## config.mk

```make
export PLATFORM = sky130hd
export DESIGN_NAME = dm_access_ctrl
export DESIGN_NICKNAME = d
export VERILOG_FILES = /design/src/rtl/dm_access_pkg.sv /design/src/rtl/dm_lane_mux.sv /design/src/rtl/dm_access_ctrl.sv
export SDC_FILE = /design/constraint.sdc
export NUM_CORES = 1
export LEC_CHECK = 0
export CAP_MARGIN = 5
export CORE_UTILIZATION = 51
export DETAILED_ROUTE_END_ITERATION = 6
export DONT_BUFFER_PORTS = 1
export PLACE_DENSITY = 0.67
export SYNTH_ARGS = -nofsm -noshare
export SYNTH_HDL_FRONTEND = slang
export SYNTH_SLANG_ARGS = --single-unit
```

## constraint.sdc

```tcl
create_clock -name clk -period 3.3 [get_ports clk]
set_clock_uncertainty 0.2 [all_clocks]
set_input_delay 0.33 -clock clk [delete_from_list [all_inputs] [get_ports clk]]
set_output_delay 0.33 -clock clk [all_outputs]
set_load 0.005 [all_outputs]
```

## src/rtl/dm_access_pkg.sv

```systemverilog
// -----------------------------------------------------------------------------
// dm_access_pkg
// Shared definitions for the data-memory access controller:
//   - op_e    : request operation codes (loads 0..4, stores 5..7)
//   - state_e : sequencer states
//   - is_store / is_misaligned helper functions
// -----------------------------------------------------------------------------
package dm_access_pkg;

    typedef enum logic [2:0] {
        OP_LW  = 3'd0,
        OP_LH  = 3'd1,
        OP_LHU = 3'd2,
        OP_LB  = 3'd3,
        OP_LBU = 3'd4,
        OP_SW  = 3'd5,
        OP_SH  = 3'd6,
        OP_SB  = 3'd7
    } op_e;

    typedef enum logic [1:0] {
        IDLE = 2'd0,
        RD   = 2'd1,
        WR   = 2'd2,
        RSP  = 2'd3
    } state_e;

    function automatic logic is_store(input logic [2:0] op);
        return (op == OP_SW) || (op == OP_SH) || (op == OP_SB);
    endfunction

    // Halfwords need an even address, words need a 4-byte aligned address.
    function automatic logic is_misaligned(input logic [2:0] op, input logic [1:0] off);
        logic half_op;
        logic word_op;
        half_op = (op == OP_LH) || (op == OP_LHU) || (op == OP_SH);
        word_op = (op == OP_LW) || (op == OP_SW);
        return (half_op && off[0]) || (word_op && (off != 2'b00));
    endfunction

endpackage

```

## src/rtl/dm_lane_mux.sv

```systemverilog
// -----------------------------------------------------------------------------
// dm_lane_mux
// Purely combinational byte-lane steering for sub-word accesses.
// Lanes are little-endian: byte offset k occupies bits [8k+7:8k].
// Ports:
//   op_i     [2:0]  operation code (dm_access_pkg::op_e)
//   off_i    [1:0]  byte offset within the word (addr[1:0])
//   word_i   [31:0] word read from memory
//   wdata_i  [31:0] right-aligned store data
//   load_o   [31:0] selected and sign/zero-extended load result
//   store_o  [31:0] read word with the store lanes replaced
// -----------------------------------------------------------------------------
module dm_lane_mux
    import dm_access_pkg::*;
(
    input  logic [2:0]  op_i,
    input  logic [1:0]  off_i,
    input  logic [31:0] word_i,
    input  logic [31:0] wdata_i,
    output logic [31:0] load_o,
    output logic [31:0] store_o
);

    logic [7:0]  byte_sel;
    logic [15:0] half_sel;

    always_comb begin
        byte_sel = word_i[{off_i, 3'b000} +: 8];
        // Halfword accesses are already known to be even, so only off_i[1] matters.
        half_sel = word_i[{off_i[1], 4'b0000} +: 16];

        load_o = word_i;
        case (op_e'(op_i))
            OP_LH:   load_o = {{16{half_sel[15]}}, half_sel};
            OP_LHU:  load_o = {16'h0000, half_sel};
            OP_LB:   load_o = {{24{byte_sel[7]}}, byte_sel};
            OP_LBU:  load_o = {24'h000000, byte_sel};
            default: load_o = word_i;
        endcase

        store_o = word_i;
        case (op_e'(op_i))
            OP_SB:   store_o[{off_i, 3'b000} +: 8]     = wdata_i[7:0];
            OP_SH:   store_o[{off_i[1], 4'b0000} +: 16] = wdata_i[15:0];
            OP_SW:   store_o = wdata_i;
            default: store_o = word_i;
        endcase
    end

endmodule

```

## src/rtl/dm_access_ctrl.sv

```systemverilog
// -----------------------------------------------------------------------------
// dm_access_ctrl
// Two-port round-robin arbiter and access sequencer in front of a single-port,
// word-wide data memory with combinational read and clocked whole-word write.
// Sub-word stores are done as read-modify-write; misaligned requests are
// answered with rsp_err and never touch memory.
//
// Handshake: a request on port i is accepted in the cycle where req_valid[i]
// and req_ready[i] are both high; req_ready is a combinational one-cycle pulse
// and the request fields are don't-care afterwards. rsp_valid[i] is a
// one-cycle pulse with no backpressure; rsp_rdata/rsp_err are meaningful only
// in that cycle.
//
// Ports:
//   clk, rst                 clock, synchronous active-high reset
//   req_valid[1:0]           per-port request valid (0 = CPU, 1 = debug)
//   req_addrN/opN/wdataN     per-port byte address, op code, store data
//   req_ready[1:0]           accept pulse
//   rsp_valid[1:0]           response pulse to the owning port
//   rsp_rdata, rsp_err       load result / misaligned flag
//   mem_addr, mem_din, mem_we, mem_dout   memory interface
//   dbg_state[1:0]           current sequencer state (state_e encoding)
// Optional build macro DM_ACCESS_CTRL_STATS_EN adds saturating 16-bit
// counters stat_acc0, stat_acc1 (completed accesses per port) and
// stat_conflict (IDLE cycles with both ports requesting).
// -----------------------------------------------------------------------------
module dm_access_ctrl
    import dm_access_pkg::*;
#(
    parameter int AW = 10,
    parameter int DW = 32
) (
    input  logic          clk,
    input  logic          rst,
    input  logic [1:0]    req_valid,
    input  logic [AW-1:0] req_addr0,
    input  logic [AW-1:0] req_addr1,
    input  logic [2:0]    req_op0,
    input  logic [2:0]    req_op1,
    input  logic [DW-1:0] req_wdata0,
    input  logic [DW-1:0] req_wdata1,
    output logic [1:0]    req_ready,
    output logic [1:0]    rsp_valid,
    output logic [DW-1:0] rsp_rdata,
    output logic          rsp_err,
    output logic [AW-1:0] mem_addr,
    output logic [DW-1:0] mem_din,
    output logic          mem_we,
    input  logic [DW-1:0] mem_dout,
    output logic [1:0]    dbg_state
`ifdef DM_ACCESS_CTRL_STATS_EN
    ,
    output logic [15:0]   stat_acc0,
    output logic [15:0]   stat_acc1,
    output logic [15:0]   stat_conflict
`endif
);

    state_e        state_q;
    logic          last_grant_q;
    logic          owner_q;
    logic [2:0]    op_q;
    logic [1:0]    off_q;
    logic [DW-1:0] wdata_q;
    logic [AW-1:0] mem_addr_q;
    logic [DW-1:0] mem_din_q;
    logic          mem_we_q;
    logic [1:0]    rsp_valid_q;
    logic [DW-1:0] rsp_rdata_q;
    logic          rsp_err_q;

    logic          grant;
    logic          accept;
    logic [1:0]    grant_oh;
    logic [1:0]    owner_oh;
    logic [AW-1:0] sel_addr;
    logic [2:0]    sel_op;
    logic [DW-1:0] sel_wdata;
    logic [AW-1:0] word_addr;
    logic [DW-1:0] load_word;
    logic [DW-1:0] store_word;

    // Round-robin: under contention the port that did not win last time wins.
    always_comb begin
        grant = 1'b0;
        if (req_valid == 2'b11) begin
            grant = ~last_grant_q;
        end else if (req_valid[1]) begin
            grant = 1'b1;
        end
    end

    assign accept    = (state_q == IDLE) && (|req_valid) && !rst;
    assign grant_oh  = grant ? 2'b10 : 2'b01;
    assign owner_oh  = owner_q ? 2'b10 : 2'b01;
    assign sel_addr  = grant ? req_addr1 : req_addr0;
    assign sel_op    = grant ? req_op1 : req_op0;
    assign sel_wdata = grant ? req_wdata1 : req_wdata0;
    assign word_addr = {sel_addr[AW-1:2], 2'b00};

    dm_lane_mux u_lane_mux (
        .op_i    (op_q),
        .off_i   (off_q),
        .word_i  (mem_dout),
        .wdata_i (wdata_q),
        .load_o  (load_word),
        .store_o (store_word)
    );

    always_ff @(posedge clk) begin
        if (rst) begin
            state_q      <= IDLE;
            last_grant_q <= 1'b1;
            owner_q      <= 1'b0;
            op_q         <= OP_LW;
            off_q        <= 2'b00;
            wdata_q      <= '0;
            mem_addr_q   <= '0;
            mem_din_q    <= '0;
            mem_we_q     <= 1'b0;
            rsp_valid_q  <= 2'b00;
            rsp_rdata_q  <= '0;
            rsp_err_q    <= 1'b0;
        end else begin
            // Response and write strobes are single-cycle pulses by default.
            rsp_valid_q <= 2'b00;
            rsp_rdata_q <= '0;
            rsp_err_q   <= 1'b0;
            mem_we_q    <= 1'b0;
            case (state_q)
                IDLE: begin
                    if (accept) begin
                        owner_q      <= grant;
                        last_grant_q <= grant;
                        op_q         <= sel_op;
                        off_q        <= sel_addr[1:0];
                        wdata_q      <= sel_wdata;
                        if (is_misaligned(sel_op, sel_addr[1:0])) begin
                            state_q     <= RSP;
                            rsp_valid_q <= grant_oh;
                            rsp_err_q   <= 1'b1;
                        end else if (sel_op == OP_SW) begin
                            state_q    <= WR;
                            mem_addr_q <= word_addr;
                            mem_din_q  <= sel_wdata;
                            mem_we_q   <= 1'b1;
                        end else begin
                            // Loads and sub-word stores both need the current word.
                            state_q    <= RD;
                            mem_addr_q <= word_addr;
                        end
                    end
                end
                RD: begin
                    if (is_store(op_q)) begin
                        state_q   <= WR;
                        mem_din_q <= store_word;
                        mem_we_q  <= 1'b1;
                    end else begin
                        state_q     <= RSP;
                        rsp_valid_q <= owner_oh;
                        rsp_rdata_q <= load_word;
                        mem_addr_q  <= '0;
                    end
                end
                WR: begin
                    state_q     <= RSP;
                    rsp_valid_q <= owner_oh;
                    mem_addr_q  <= '0;
                end
                RSP: begin
                    state_q <= IDLE;
                end
                default: begin
                    state_q <= IDLE;
                end
            endcase
        end
    end

    assign req_ready = accept ? grant_oh : 2'b00;
    assign rsp_valid = rsp_valid_q;
    assign rsp_rdata = rsp_rdata_q;
    assign rsp_err   = rsp_err_q;
    assign mem_addr  = mem_addr_q;
    assign mem_din   = mem_din_q;
    // A reset landing on the WR cycle must not corrupt the target word.
    assign mem_we    = mem_we_q & ~rst;
    assign dbg_state = state_q;

`ifdef DM_ACCESS_CTRL_STATS_EN
    logic [15:0] acc0_q;
    logic [15:0] acc1_q;
    logic [15:0] conflict_q;

    always_ff @(posedge clk) begin
        if (rst) begin
            acc0_q     <= '0;
            acc1_q     <= '0;
            conflict_q <= '0;
        end else begin
            if ((state_q == RSP) && !owner_q && (acc0_q != 16'hFFFF)) begin
                acc0_q <= acc0_q + 16'd1;
            end
            if ((state_q == RSP) && owner_q && (acc1_q != 16'hFFFF)) begin
                acc1_q <= acc1_q + 16'd1;
            end
            if ((state_q == IDLE) && (req_valid == 2'b11) && (conflict_q != 16'hFFFF)) begin
                conflict_q <= conflict_q + 16'd1;
            end
        end
    end

    assign stat_acc0     = acc0_q;
    assign stat_acc1     = acc1_q;
    assign stat_conflict = conflict_q;
`endif

endmodule

```

After elaboration in Yosys (flattened, before gate mapping). Cells that the tools add are included.

Bits in registers: 119.

Add/sub/neg operators: 2. Eq/ne operators: 20. Shifts and indexed selects: 6. Mux-type cells: 36. Bitwise gates (word level): 6. Reduce and logical (&&, ||, !) cells: 22.

Operator list (count): 2-to-1 mux 32 bit (5); one-hot mux 32 bit (4 select lines) (1); one-hot mux 32 bit (3 select lines) (1); bitwise mux 32 bit (2); one-hot mux 32 bit (2 select lines) (1); 2-to-1 mux 10 bit (4); variable shift 16 x 7 -> 32 bit, first input constant (1); variable shift 8 x 7 -> 32 bit, first input constant (1); indexed part select 16 x 7 -> 32 bit (1); indexed part select 32 x 6 -> 16 bit (1); indexed part select 32 x 6 -> 8 bit (1); indexed part select 8 x 7 -> 32 bit (1); one-hot mux 10 bit (3 select lines) (1); equality test 3 bit, second input constant (6); 2-to-1 mux 2 bit (9); negator 5 -> 7 bit (2); equality test 3 x 2 -> 1 bit, second input constant (3); 2-to-1 mux 1 bit (8); != test 2 bit, second input constant (4); one-hot mux 2 bit (4 select lines) (1); equality test 2 bit, second input constant (3); equality test 3 x 1 -> 1 bit, second input constant (2); logical OR 1 bit (6); one-hot mux 2 bit (3 select lines) (1); other kinds (17) (26).

Depth between registers and ports, before layout. Gate-level depths: netlist (run 1).

Depth in word-level cells: 11. Gate-level depth with buffers: 10. Depth with buffers taken out: 7.

Modules after synthesis. From an unflattened synthesis (run 1), not the netlist that was laid out.

Cells, all modules: 790. Area total of the unflattened synthesis: 6613.8 sq um.

By module, submodules not included: dm_access_ctrl (times used 1, cells an instance 567, area each 5026.1 sq um); dm_lane_mux (times used 1, cells an instance 223, area each 1587.8 sq um).

Least setup slack after synthesis (run 1). Ideal clock, no wire load.

Path type: reg2reg. From: register off_q[1]. To: register mem_din_q[16], in the netlist mem_din[16]. Arrival time: 2.452 ns. Path slack: 0.576 ns. Cell stages (with the launch flop): 10. Clock period less this slack: 2.724 ns. Cells stage by stage: dfxtp_1 > buf_2 > buf_4 > clkinv_1 > ha_1 > nor4bb_1 > a21bo_2 > nand2_1 > a221o_1 > mux2i_1.

Cells in the longest elaborated chain, start to end: 6.

Ends and longest elaborated chain: from (decl) (line dm_access_ctrl.sv:63) `logic [1:0] off_q;`; from (signal assigned) (line dm_access_ctrl.sv:136) `off_q <= sel_addr[1:0];`; negator 5 -> 7 bit (on tied branches) (line dm_lane_mux.sv:44, dm_lane_mux.sv:43); indexed part select 16 x 7 -> 32 bit, or another cell as far along (line dm_lane_mux.sv:44) `OP_SH: store_o[{off_i[1], 4'b0000} +: 16] = wdata_i[15:0];`; bitwise mux 32 bit (on tied branches) (line dm_lane_mux.sv:44, dm_lane_mux.sv:43); one-hot mux 32 bit (3 select lines) (*) (line dm_lane_mux.sv:42) `case (op_e'(op_i))`; 2-to-1 mux 32 bit (*) (line dm_access_ctrl.sv:155) `if (is_store(op_q)) begin`; one-hot mux 32 bit (2 select lines) (*) (line dm_access_ctrl.sv:130) `case (state_q)`; to (signal assigned) (line dm_access_ctrl.sv:145) `mem_din_q <= sel_wdata;`; to (signal assigned) (line dm_access_ctrl.sv:157) `mem_din_q <= store_word;`; to (decl) (line dm_access_ctrl.sv:66) `logic [DW-1:0] mem_din_q;`.

Mark *: on every way between the ends. The rest lies on a longest branch, timed or not. The select of a mux whose other input is x is not followed. A chain may end at the register's enable or synchronous reset.

Worst setup path in the final report (run 1).
From: register state_q[0], in the netlist dbg_state[0]. To: register mem_din_q[3], in the netlist mem_din[3].

Cells in the longest elaborated chain, start to end: 5.

Ends and longest elaborated chain: from (decl) (line dm_access_ctrl.sv:59) `state_e state_q;`; from (signal assigned) (line dm_access_ctrl.sv:112) `state_q <= IDLE;`; from (signal assigned) (line dm_access_ctrl.sv:139) `state_q <= RSP;`; from (signal assigned) (line dm_access_ctrl.sv:143) `state_q <= WR;`; zero test 2 bit (line dm_access_ctrl.sv:93, dm_access_ctrl.sv:130); logical AND 1 bit (2 in a row) (line dm_access_ctrl.sv:93) `assign accept = (state_q == IDLE) && (|req_valid) && !rst;`; != test 2 bit (no source line); AND reduction 5 bit (no source line).

Parallel ways exist; a longest one is shown, timed or not.

==> results of run 1 <==
## cells in the final DEF (no fill, tap or decap), types with 10 or more instances in the layout
| master | instances |
|---|---|
| o21ai_0 | 66 |
| inv_1 | 23 |
| nand2b_1 | 10 |
| nor3_1 | 15 |
| a21oi_1 | 82 |
| nor2b_1 | 11 |
| dlygate4sd3_1 | 117 |
| dfxtp_1 | 117 |
| mux2i_1 | 89 |
| nor2_1 | 39 |
| clkbuf_16 | 17 |
| nand3_1 | 21 |
| buf_4 | 20 |
| nand2_1 | 156 |
## how the worst min path moves through the flow
stage / slack, ns / from / end / cells past startpoint
4_1_cts: 0.002 / rst / mem_din[17] / 2
5_1_grt: 0.007 / rst / mem_din[17] / 2
3_3_place_gp: 0.21 / rst / dbg_state[1] / 1
2_1_floorplan: 0.22 / wdata_q[21] / wdata_q[21] / 2
6_report: 0.003 / req_wdata0[19] / wdata_q[19] / 2
3_5_place_dp: 0.21 / rst / dbg_state[1] / 1
## report_power, final
part | switching, uW | internal (uW)
clock network | 628 | 1150
logic | 1380 | 883
registers | 346 | 1750
## metrics by stage
stage / cell area [sq um] / hold WS, ns / utilization (%)
2_1_floorplan: 6566 / 0.2249 / -
3_3_place_gp: 6643 / 0.2093 / 52.85
3_5_place_dp: 6643 / 0.2066 / 52.85
4_1_cts: 8371 / 0.001743 / 66.60
5_1_grt: 8373 / 0.007104 / 66.62
6_report: 8376 / 0.002553 / 66.64
## layer usage
metal | part of all wire (%) | global-route usage, % | routed length [um] | up-vias
li1 | - | - | - | 3106
met1 | 40 | 44.66 | 9711 | 3199
met2 | 47 | 59.12 | 11310 | 422
met3 | 8.6 | 8.211 | 2080 | 74
met4 | 4.2 | 20.00 | 1008 | 0
met5 | 0 | 0 | 0 | -
## state kept, by name, summed over array words and instances (netlist names)
name          flops
mem_din          32
rsp_rdata        32
wdata_q          32
mem_addr          8
op_q              3
dbg_state         2
off_q             2
rsp_valid         2
last_grant_q      1
mem_we_q          1
owner_q           1
rsp_err           1
## cell usage after synthesis, drive strengths merged (2+ instances only)
cell type	instances
a31oi	7
nor4bb	2
nand4b	2
a221oi	11
o31ai	9
o221a	7
clkbuf	31
o221ai	9
xnor2	2
a21o	3
nor3	15
nor3b	3
o21bai	2
mux2i	89
mux2	4
a221o	3
and3	2
buf	30
o21a	2
nand3	21
a21oi	83
a22oi	4
dfxtp	117
a21bo	2
nand2b	10
o21ai	71
ha	9
a32o	3
and2	3
inv	23
clkinv	2
a32oi	3
nor2	40
or2	3
a211o	8
nor2b	11
nand2	157
## critical path: cells and delay by family, from the launching register on
kind | cells | cell delay, ns
AOI/OAI and AO/OA | 3 | 0.92
adders and majority gates | 1 | 0.29
buffers and inverters | 2 | 0.50
DFF | 1 | 0.42
muxes | 1 | 0.26
and+or+nand+nor | 1 | 0.16
## cell families (layout without fill, tap and decap cells)
logic type	count (synthesis)	after routing	synth area share, %
flops	117	117	35.69
xor+xnor	3	3	0.4005
other cells	1	4	0.05714
fa+ha+maj	9	9	1.716
buf+inv	86	191	5.872
mux	94	94	14.66
compound gates	234	234	23.03
simple gates	275	275	18.57
## final cells by class
| class | count | area, sq um |
|---|---|---|
| Antenna cell | 2 | 5.005 |
| Timing Repair Buffer | 137 | 1321 |
| Multi-Input combinational cell | 617 | 3841 |
| Tap cell | 172 | 215.2 |
| Clock buffer | 24 | 481.7 |
| Clock inverter | 5 | 75.07 |
| Inverter | 25 | 93.84 |
| Fill cell | 1061 | 4193 |
| Sequential cell | 117 | 2342 |
## repair_timing
| item | 4_1_cts | 5_1_grt |
|---|---|---|
| hold buffers | 117 | 0 |
| endpoints found under the hold margin | 94 | 0 |
| endpoints found under the setup margin | 0 | 0 |
==> run metrics, run 1 <==
initial antenna violation count=1; IO Count=between 200 and 250; H-tree depth=4; PwrDens=733.8 nW/um^2; crit start category=register; number of library cell types mapped by synthesis=66; worst slack at placement=0.5072 ns; GR Overflow Total=0; worst r2r src=dbg_state[0]; Worst Hold Class=in -> reg; drt wl/cell=roughly 22 um; row count=between 40 and 50; Clk Latency, worst-skew pair=about 0.42 ns; final std cells w/o fill=around 1.1k; Fin. Hold Viols=0; Most used DFF post-synth=dfxtp_1; Setup Buffers After CTS=0; Ys Warns=0; initial detailed-routing violation count=around 700; vias in the first global route=around 6.6k; Post-synth EDFFs=0; Vias=6801; Seq/Total Area, Yosys=~36%; CTS tree=yes; die area=13330 sq um; overall fraction of global-route tracks in use=between 30 and 40%; Final Net Count=between 1k and 1.5k; worst stage delay on the critical path=approximately 0.6 ns; Clock transition at path regs=around 0.050 ns; status=complete, no violations; Mapped Avg Cell Area=8.013 sq um; Peak Freq=around 0.35 GHz; post-CTS sizing=0; share of layout cells above drive strength 1=under 10%; worst rel slew slack=about two fifths; Tcrit/Tclk final=between 80% and 90%; worst setup path class=reg -> reg; CP cell instances=inv_1, ha_1, o21a_2, nand4_1, o32ai_4, o21ai_4, buf_4, mux2i_1; Critical Path RT=between 3 and 4 ns; Pwr Total=around 6000 uW; Port Buffers=0; P_leak=between 0.003 and 0.004 uW; Core Region=roughly 13000 sq um; max cap viols=0; Max stage delay cell, worst path=o21ai_4; clk sink count=between 100 and 150; endpoint class of the critical path=register; Synth-to-Final Area Change=27.63%; Seq cells post-synth=approximately 120; Area contributors post-synth=dfxtp_1, mux2i_1, nand2_1, a21oi_1, o21ai_0; first-pass GRT wire length=roughly 36000 um; largest net degree at the start of global routing=between 40 and 50; CTS buffer count=17; R2R Setup Slk=approximately 0.45 ns; WL final=~24000 um; router iterations before antenna repair=5; GPL Wtd Cong=around 0.92; Setup crit end=mem_din[3]; Post-Syn Area=6563 sq um; crit path time final=2.853 ns; Via-to-Cell Ratio=a little over 6; antenna viol nets, final=0; CP Data Arrival Time=between 2 and 3 ns; Slew Viols, Final=0; Final HPWL DP=around 15000 um; die width=115.4 um; Residual DRC=0; Placed Instances=approximately 950; post-synth top area share=between 30 and 40%; setup ws final=0.4467 ns; Slew @ Worst Pin=around 0.9 ns; crit path from=dbg_state[0]; Syn Inst Count=slightly above 800; Die Ht=about 120 um; setup_tns=0 ns; leading area contributor after synthesis=dfxtp_1; CTS max path bufs=2; unrepaired setup endpoints after global routing=no; setup violators final=0; Critical R2R Capture=mem_din[3]; Crit Path Max Fanout=17; Initial Util=a little over half; worst vdd ir=a little over 0.5 mV; R2R cell count=8; post-synthesis async set-or-reset flop share=0%; Clk Tree Root Cell=clkbuf_16
No activity file was read; power rests on OpenSTA's default activity.
==> run 2: changes to the inputs <==
- ABC_CLOCK_PERIOD_IN_PS: not set -> 3300
==> results of run 2 <==
Same layout as run 1: the final DEF is identical, and so are final timing and power.
==> run 3: changes to the inputs <==
- SKIP_CTS_REPAIR_TIMING: not set -> 1
==> run 3 against run 2 <==
- the flow now finishes with violations (hold timing)
- flip-flop and latch count is the same
- maximum frequency grew 1.0%
- combinational power shrank 3%
- sequential power is essentially flat
- critical path depth is the same
- highest routed layer unchanged
==> run metrics, run 3 (synthesized netlist as in run 1, its figures left out) <==
status=finished, violations left; failing checks=hold timing; Clock transition at path regs=around 0.050 ns; WL final=approximately 23000 um; GPL Wtd Cong=roughly 0.92; Slew Viols, Final=0; Fin. Hold Viols=19; Final Net Count=slightly above 1k; setup_tns=0 ns; CTS tree=yes; P_leak=between 0.003 and 0.004 uW; Peak Freq=0.3541 GHz; Placed Instances=951; crit path time final=between 2 and 3 ns; worst rel slew slack=around 50%; crit start category=register; hold_ws=-0.05926 ns; setup violators final=0; die area=13330 sq um; row count=between 40 and 50; Die Ht=~120 um; drt wl/cell=21.70 um; Fill cells=1118; most common cell after layout, fill and taps aside=nand2_1; share of layout cells above drive strength 1=between 7 and 8%; router iterations before antenna repair=5; Pwr Total=between 6000 and 7000 uW; Tcrit/Tclk final=between 80 and 90%; vias in the first global route=5602; Worst Hold Class=in -> reg; first-pass GRT wire length=approximately 32000 um; antenna viol nets, final=0; GR Overflow Total=0; overall fraction of global-route tracks in use=32.14%; max cap viols=0; Slew @ Worst Pin=0.7560 ns; largest net degree at the start of global routing=48; CTS buffer count=17; Clk Latency, worst-skew pair=roughly 0.41 ns; Crit Path Max Fanout=17; most frequent cells in the layout=nand2_1, dfxtp_1, mux2i_1, a21oi_1, dlygate4sd3_1; initial antenna violation count=0; GR Util met1=40.40%; Ant. Diodes=0; Residual DRC=0; final std cells w/o fill=approximately 1.1k; CTS max path bufs=2; Clk Tree Root Cell=clkbuf_16; Initial Util=52.22%; Core Region=between 10000 and 15000 sq um; H-tree depth=4; Hold Crit Depth=2; unrepaired setup endpoints after global routing=no; worst setup path class=reg -> reg; Final HPWL DP=~15000 um; R2R cell count=8; met2 Use GR=between 50% and 60%; initial detailed-routing violation count=just under 600; Via-to-Cell Ratio=6.096; Critical Path RT=3.43 ns; die width=between 100 and 150 um; clk sink count=117; GR peak layer=met2; Port Buffers=0; worst vdd ir=around 0.5 mV; Vias=about 6.5k; endpoint class of the critical path=register; Synth-to-Final Area Change=22.21%; met3 Use GR=a little under a tenth; CP Data Arrival Time=2.95 ns; PwrDens=~750 nW/um^2; IO Count=roughly 210
[run 3: cell count changes in the layout (fill, tap and decap cells not counted)]
cell,previous run,this run
dlygate4sd3_1,117,82
diode_2,2,0
[run 3: report_power, final]
part           leakage [uW]  internal [uW]  switching [uW]  total (uW)
logic               0.00212            838            1360        2200
clock network      0.000276           1150             611        1760
registers          0.000955           1760             341        2100
[run 3: per-layer routing]
metal / vias up / share of wire [%]
met5: - / 0
met1: 3068 / 41
met2: 339 / 48
met3: 40 / 8.0
li1: 3027 / -
met4: 0 / 2.7
[run 3: final timing paths]
kind,startpoint,to,slack (ns)
min,req_wdata1[7],wdata_q[7],-0.06
max,dbg_state[0],mem_din[3],0.48
min reg2reg,wdata_q[17],wdata_q[17],0.26
max reg2reg,dbg_state[0],mem_din[3],0.48
[run 3: final cells by class]
cell class	instances	area [sq um]	share of cell area [%]
repair buffers	102	970.9	12.11
clock buffers	24	481.7	6.006
inverters	25	93.84	1.170
flip-flops and latches	117	2342	29.20
clock inverters	5	75.07	0.9360
multi-input cells	617	3841	47.89
well taps	172	215.2	2.683
[run 3: per-stage QoR]
stage / hold slack (ns) / util, % / area [sq um] / worst slack, ns
floorplan: 0.2249 / - / 6566 / 0.5763
global placement: 0.2093 / 52.85 / 6643 / 0.6271
detailed placement: 0.2066 / 52.85 / 6643 / 0.5072
CTS: -0.2279 / 57.28 / 7199 / 0.4817
global route: -0.02122 / 63.81 / 8020 / 0.3194
finish: -0.05926 / 63.81 / 8020 / 0.4756
[run 3: critical path: stages (launching register included)]
cell	delay [ns]
dfxtp_1	0.42
inv_1	0.09
ha_1	0.29
o21a_2	0.19
nand4_1	0.15
o32ai_4	0.13
o21ai_4	0.59
buf_4	0.41
mux2i_1	0.26
